<file path="config.mk">
export PLATFORM = sky130hd
export DESIGN_NAME = wbu
export DESIGN_NICKNAME = d
export VERILOG_FILES = /design/src/rtl/wbu.sv
export SDC_FILE = /design/constraint.sdc
export NUM_CORES = 1
export LEC_CHECK = 0
export CAP_MARGIN = 20
export CORE_ASPECT_RATIO = 1.1
export CORE_MARGIN = 2
export CORE_UTILIZATION = 35
export DETAILED_ROUTE_END_ITERATION = 12
export GPL_ROUTABILITY_DRIVEN = 0
export SYNTH_ARGS = -nofsm -noshare
export SYNTH_HDL_FRONTEND = slang
export SYNTH_SLANG_ARGS = --single-unit
</file>
<file path="constraint.sdc">
create_clock -name clk -period 2.8 [get_ports clk]
set_input_delay 0.28 -clock clk [delete_from_list [all_inputs] [get_ports clk]]
set_output_delay 0.28 -clock clk [all_outputs]
set_load 0.02 [all_outputs]
</file>
<file path="src/rtl/wbu.sv">
// ============================================================================
// Module   : wbu
// Brief    : Write-back/commit stage: GPR/CSR writes, ecall trap, next-PC handoff.
// Revision : 1.0
// ============================================================================
`default_nettype none

module wbu #(
    parameter logic [31:0] RESET_PC    = 32'h8000_0000,
    parameter logic [11:0] CSR_MEPC    = 12'h341,
    parameter logic [11:0] CSR_MCAUSE  = 12'h342,
    parameter logic [31:0] ECALL_CAUSE = 32'd11
) (
    input  logic        clk,
    input  logic        rst,
    input  logic        valid_in_lsu,
    output logic        ready_out_lsu,
    input  logic        ben,
    input  logic [31:0] pc,
    input  logic [31:0] csr_out,
    input  logic [6:0]  opcode,
    input  logic        gpr_wen,
    input  logic [4:0]  rd,
    input  logic        csr_wen,
    input  logic [11:0] csr_waddr,
    input  logic [31:0] csr_wdata,
    input  logic        is_ecall,
    input  logic        is_mret,
    input  logic [31:0] alu_out,
    input  logic [31:0] rdata,
    input  logic [1:0]  rresp,
    input  logic [1:0]  bresp,
    input  logic [31:0] mtvec,
    input  logic [31:0] mepc,
    output logic        gpr_we_o,
    output logic [4:0]  gpr_waddr_o,
    output logic [31:0] gpr_wdata_o,
    output logic        csr_we_o,
    output logic [11:0] csr_waddr_o,
    output logic [31:0] csr_wdata_o,
    output logic [31:0] npc,
    output logic        valid_out_ifu,
    input  logic        ready_in_ifu,
    output logic        commit,
    output logic        bus_err
);

    localparam logic [6:0] c_OP_LOAD   = 7'b0000011;
    localparam logic [6:0] c_OP_STORE  = 7'b0100011;
    localparam logic [6:0] c_OP_JAL    = 7'b1101111;
    localparam logic [6:0] c_OP_JALR   = 7'b1100111;
    localparam logic [6:0] c_OP_BRANCH = 7'b1100011;
    localparam logic [6:0] c_OP_SYSTEM = 7'b1110011;

    typedef enum logic [1:0] {
        S_IDLE   = 2'd0,
        S_COMMIT = 2'd1,
        S_TRAP   = 2'd2,
        S_SEND   = 2'd3
    } state_t;

    state_t      r_state;
    state_t      w_next;

    logic        r_ben;
    logic [31:0] r_pc;
    logic [31:0] r_csr_out;
    logic [6:0]  r_opcode;
    logic        r_gpr_wen;
    logic [4:0]  r_rd;
    logic        r_csr_wen;
    logic [11:0] r_csr_waddr;
    logic [31:0] r_csr_wdata;
    logic        r_is_ecall;
    logic        r_is_mret;
    logic [31:0] r_alu_out;
    logic [31:0] r_rdata;
    logic [1:0]  r_rresp;
    logic [1:0]  r_bresp;
    logic [31:0] r_mtvec;
    logic [31:0] r_mepc;
    logic [31:0] r_npc;
    logic        r_bus_err;

    logic [31:0] w_seq_pc;
    logic        w_is_load;
    logic        w_load_fault;
    logic        w_bus_fault;
    logic [31:0] w_wdata;
    logic [31:0] w_npc;

    assign w_seq_pc     = r_pc + 32'd4;
    assign w_is_load    = (r_opcode == c_OP_LOAD);
    assign w_load_fault = w_is_load && (r_rresp != 2'b00);
    assign w_bus_fault  = w_load_fault ||
                          ((r_opcode == c_OP_STORE) && (r_bresp != 2'b00));

    always_comb begin
        w_wdata = r_alu_out;
        case (r_opcode)
            c_OP_LOAD:           w_wdata = r_rdata;
            c_OP_JAL, c_OP_JALR: w_wdata = w_seq_pc;
            c_OP_SYSTEM:         w_wdata = r_csr_out;
            default:             w_wdata = r_alu_out;
        endcase
    end

    // Trap entry/return take precedence over any control-flow opcode.
    always_comb begin
        w_npc = w_seq_pc;
        if (r_is_ecall) begin
            w_npc = r_mtvec;
        end else if (r_is_mret) begin
            w_npc = r_mepc;
        end else begin
            case (r_opcode)
                c_OP_JAL:    w_npc = r_alu_out;
                c_OP_JALR:   w_npc = r_alu_out & ~32'd1;
                c_OP_BRANCH: w_npc = r_ben ? r_alu_out : w_seq_pc;
                default:     w_npc = w_seq_pc;
            endcase
        end
    end

    assign gpr_waddr_o = r_rd;
    assign gpr_wdata_o = w_wdata;
    assign npc         = r_npc;
    assign bus_err     = r_bus_err;

    always_comb begin
        w_next        = r_state;
        ready_out_lsu = 1'b0;
        commit        = 1'b0;
        gpr_we_o      = 1'b0;
        csr_we_o      = 1'b0;
        csr_waddr_o   = r_is_ecall ? CSR_MEPC : r_csr_waddr;
        csr_wdata_o   = r_is_ecall ? r_pc     : r_csr_wdata;
        valid_out_ifu = 1'b0;
        case (r_state)
            S_IDLE: begin
                ready_out_lsu = 1'b1;
                if (valid_in_lsu) begin
                    w_next = S_COMMIT;
                end
            end
            S_COMMIT: begin
                commit   = 1'b1;
                gpr_we_o = r_gpr_wen && (r_rd != 5'd0) && !w_load_fault;
                csr_we_o = r_is_ecall || r_csr_wen;
                w_next   = r_is_ecall ? S_TRAP : S_SEND;
            end
            S_TRAP: begin
                csr_we_o    = 1'b1;
                csr_waddr_o = CSR_MCAUSE;
                csr_wdata_o = ECALL_CAUSE;
                w_next      = S_SEND;
            end
            S_SEND: begin
                valid_out_ifu = 1'b1;
                if (ready_in_ifu) begin
                    w_next = S_IDLE;
                end
            end
            default: w_next = S_IDLE;
        endcase
    end

    always_ff @(posedge clk) begin
        if (!rst) begin
            r_state     <= S_IDLE;
            r_ben       <= 1'b0;
            r_pc        <= 32'd0;
            r_csr_out   <= 32'd0;
            r_opcode    <= 7'd0;
            r_gpr_wen   <= 1'b0;
            r_rd        <= 5'd0;
            r_csr_wen   <= 1'b0;
            r_csr_waddr <= 12'd0;
            r_csr_wdata <= 32'd0;
            r_is_ecall  <= 1'b0;
            r_is_mret   <= 1'b0;
            r_alu_out   <= 32'd0;
            r_rdata     <= 32'd0;
            r_rresp     <= 2'd0;
            r_bresp     <= 2'd0;
            r_mtvec     <= 32'd0;
            r_mepc      <= 32'd0;
            r_npc       <= RESET_PC;
            r_bus_err   <= 1'b0;
        end else begin
            r_state <= w_next;
            if (r_state == S_IDLE && valid_in_lsu) begin
                r_ben       <= ben;
                r_pc        <= pc;
                r_csr_out   <= csr_out;
                r_opcode    <= opcode;
                r_gpr_wen   <= gpr_wen;
                r_rd        <= rd;
                r_csr_wen   <= csr_wen;
                r_csr_waddr <= csr_waddr;
                r_csr_wdata <= csr_wdata;
                r_is_ecall  <= is_ecall;
                r_is_mret   <= is_mret;
                r_alu_out   <= alu_out;
                r_rdata     <= rdata;
                r_rresp     <= rresp;
                r_bresp     <= bresp;
                r_mtvec     <= mtvec;
                r_mepc      <= mepc;
            end
            if (r_state == S_COMMIT) begin
                r_npc <= w_npc;
                if (w_bus_fault) begin
                    r_bus_err <= 1'b1;
                end
            end
        end
    end

endmodule

`default_nettype wire

</file>
==> run metrics <==
endpoint of the worst hold-timing path=npc[14]$_SDFFE_PN0P_; total number of nets in the final design=2374; vias=13800; placed standard-cell area=18300 sq um; Yosys top cell area share=0.428; leakage dissipation=7.48 nW; result of the run=finished, violations left; antenna violations before repair=7; most area-consuming cells after synthesis=sky130_fd_sc_hd__dfxtp_1, sky130_fd_sc_hd__nand2_1, sky130_fd_sc_hd__a21boi_0; global-route wire length before repair=82.9 mm; flop and latch count out of synthesis=292; pre-CTS WS=-0.0552 ns; total die area=40600 sq um; most frequently used cell type in the post-synthesis netlist=sky130_fd_sc_hd__nand2_1; Worst R2R Start=r_state[1]$_SDFFE_PN0P_; standard-cell row count=75; die height=211 microns; Std-Cell Core Area=38300 sq um; buffer levels on the longest clock path=3; sequential area share after synthesis=0.428; number of unique standard cell types used by synthesis=67; area occupied by multi-input gates=7440 sq um; CP dominant cell by count=sky130_fd_sc_hd__buf_6; port bufs=379; Max stage delay on crit path=0.48 ns; worst-skew pair later-pin latency=0.52 ns; Mapped Nets=1992; CTS Hold Bufs=0; Max-cap violations=0; Cell Pwr Density=829 nW/um^2; HP Class=in2reg; RSZ-0062 raised after global routing=yes; part of the cycle the worst path needs=1.05; detail-routed via count per cell=5.25; final setup violating endpoints=8; final hold vios=0; TritonCTS buffer count=35; TritonCTS sink count=292; most used flip-flop cell after synthesis=sky130_fd_sc_hd__dfxtp_1; relative max-transition margin=0.437; total internal power=10.2 mW; share of final-layout standard cells stronger than drive strength 1=0.119; logic gate share of total power=0.381; pin count of the biggest net entering global routing=117; Reg-to-Reg End=npc[12]$_SDFFE_PN0P_; cell taking the most area after synthesis=sky130_fd_sc_hd__dfxtp_1; part of the total power dissipated in the clock network=0.268; worst-path fanout max=6; number of cells traversed by the worst register-to-register path=7; count of fill cells added during filler insertion=3732; number of global-route vias before repair=13900; setup clock skew after layout=0.0184 ns; floorplan die width=192 microns; # DRC=0; count of buffering cells on the critical path with inverters included=3; register cell area after layout=5860 sq um; critical path data arrival time=2.67 ns; reported net switching power=6.26 mW; cell count after synthesis=1726; data required time of the worst path=2.52 ns; chain of cells forming the critical path=nand4_1, buf_6, or4_4, buf_6, or4_4, and2_4, o21ai_2, buf_6; number of cells traversed by the worst hold path=2; Worst setup EP type=output port; area added between synthesis and finish=45.2%; initial core utilization=0.357; hold_ws=0.259 ns; fin util=0.518; clock-pin slew on the worst setup and hold paths=0.06 ns; total routing usage reported by global routing=0.269; beginning of the worst hold path=rst; Worst Slack Setup Final=-0.153 ns; type of element launching the critical path=flop; switching power share of the total=0.381; register share of total power=0.351; delay-heaviest family, CP=simple AND/OR/NAND/NOR gates; top cells by instance count after synthesis=sky130_fd_sc_hd__nand2_1, sky130_fd_sc_hd__dfxtp_1, sky130_fd_sc_hd__a21boi_0; top-level I/O count=380; root cell of the clock tree=sky130_fd_sc_hd__clkbuf_16; combined area of all synthesized cells=13700 sq um; GR Overflow Total=0; measured slew at the worst slew-check pin=0.844 ns; WS Path Type=reg2out; post-layout minimum cycle time=2.95 ns; antenna-violating nets left=0; worst-path cell with the longest stage delay=sky130_fd_sc_hd__or4_4; final total power=16.4 mW; CTS tree=yes; Syn Area/Cell=7.91 sq um; peak supply drop=0.000465 V; final cell area excluding filler cells=19800 sq um; number of enable flip-flop cells after synthesis=0; fraction of registers with async set/reset=0; first-pass detailed-route iteration total=6; violated checks=setup timing; detail-routed net length per standard cell=21.4 microns; Final Max Tran Viols=0; setup slack of the most critical reg-to-reg path=0.44 ns; HPWL after DPL=41.6 mm; Detailed Route Iter0 Violations=1105; achievable clock frequency=339 MHz; Yosys warning total=0; H-Tree Depth=2; wirelength, routed=56.4 mm
## stage by stage
step / TNS [ns] / instances
final: -0.455 / 2635
after CTS: -0.795 / 2625
after detailed placement: -0.0897 / 2557
after global routing: -1.51 / 2635
after global placement: -0.0645 / 2556
after floorplan: 0 / 1726
## cell families after synthesis
group / after synthesis / share of synthesized area
AO/OA/AOI/OAI: 461 / 0.252
XOR/XNOR: 18 / 0.0115
adder cells (fa/ha/maj): 5 / 0.00458
buffers and inverters: 161 / 0.0463
flip-flops: 292 / 0.428
multiplexers: 39 / 0.0291
AND/OR/NAND/NOR: 750 / 0.228
## per-layer routing
layer / GRT usage / up-vias / part of all wire
li1: - / 6671 / -
met1: 0.338 / 6465 / 0.41
met2: 0.443 / 578 / 0.47
met3: 0.0615 / 112 / 0.078
met4: 0.113 / 10 / 0.041
met5: 0 / - / 0.0013
## final cells by class
type,count,area share
clock buffers,55,0.0532
flip-flops and latches,292,0.296
repair buffers,490,0.239
well taps,500,0.0316
inverters,16,0.00303
clock inverters,7,0.00215
multi-input cells,1273,0.375
diodes,2,0.000253
## cell usage in the layout, fill, tap and decap left out, types with 10 or more instances in the layout
cell,count
sky130_fd_sc_hd__nor2_1,92
sky130_fd_sc_hd__a21oi_1,14
sky130_fd_sc_hd__a31oi_1,12
sky130_fd_sc_hd__clkbuf_16,38
sky130_fd_sc_hd__mux2i_1,33
sky130_fd_sc_hd__a21boi_0,261
sky130_fd_sc_hd__a221oi_1,13
sky130_fd_sc_hd__and2_1,16
sky130_fd_sc_hd__buf_4,97
sky130_fd_sc_hd__buf_6,21
sky130_fd_sc_hd__nand4_1,10
sky130_fd_sc_hd__a222oi_1,28
sky130_fd_sc_hd__nand2_1,551
sky130_fd_sc_hd__inv_1,15
sky130_fd_sc_hd__clkdlybuf4s50_1,345
sky130_fd_sc_hd__dfxtp_2,10
sky130_fd_sc_hd__o211ai_1,10
sky130_fd_sc_hd__dfxtp_1,281
sky130_fd_sc_hd__nand3_1,10
sky130_fd_sc_hd__clkbuf_1,12
sky130_fd_sc_hd__o21ai_0,33
## how the worst max path moves through the flow
| stage | to | startpoint | cells past startpoint | slack [ns] |
|---|---|---|---|---|
| 6_report | gpr_wdata_o[25] | r_pc[5]$_SDFFE_PN0P_ | 8 | -0.15 |
| 3_5_place_dp | gpr_wdata_o[19] | r_pc[8]$_SDFFE_PN0P_ | 8 | -0.06 |
| 2_1_floorplan | gpr_wdata_o[25] | r_pc[10]$_SDFFE_PN0P_ | 7 | 0.23 |
| 5_1_grt | gpr_wdata_o[25] | r_pc[5]$_SDFFE_PN0P_ | 8 | -0.21 |
| 4_1_cts | gpr_wdata_o[25] | r_pc[5]$_SDFFE_PN0P_ | 8 | -0.20 |
| 3_3_place_gp | gpr_wdata_o[14] | r_pc[8]$_SDFFE_PN0P_ | 8 | -0.04 |
## registers in the layout, indices dropped and copies added (netlist names)
signal	flops
bus_err	1
gpr_waddr_o	5
npc	32
r_alu_out	32
r_ben	1
r_bresp	2
r_csr_out	32
r_csr_waddr	12
r_csr_wdata	32
r_csr_wen	1
r_gpr_wen	1
r_is_ecall	1
r_is_mret	1
r_mepc	32
r_mtvec	32
r_opcode	7
r_pc	32
r_rdata	32
r_rresp	2
r_state	2
## power groups by stage
| stage | registers (mW) | logic (mW) | clock network [mW] |
|---|---|---|---|
| after floorplan | 5.75 | 3.21 | 0 |
| after global placement | 5.81 | 6.17 | 0 |
| after detailed placement | 5.84 | 6.22 | 0 |
| after CTS | 5.76 | 6.24 | 4.46 |
| after global routing | 5.86 | 6.79 | 4.64 |
| final | 5.78 | 6.26 | 4.41 |
## timing repair
action / CTS / global route
pin swaps: 20 / 17
gates cloned: 0 / 1
endpoints found under the hold margin: 0 / 0
gates resized for setup: 128 / 69
buffers inserted: 8 / 8
setup endpoints to repair: 33 / 40
(Power assumes the default switching activity.)
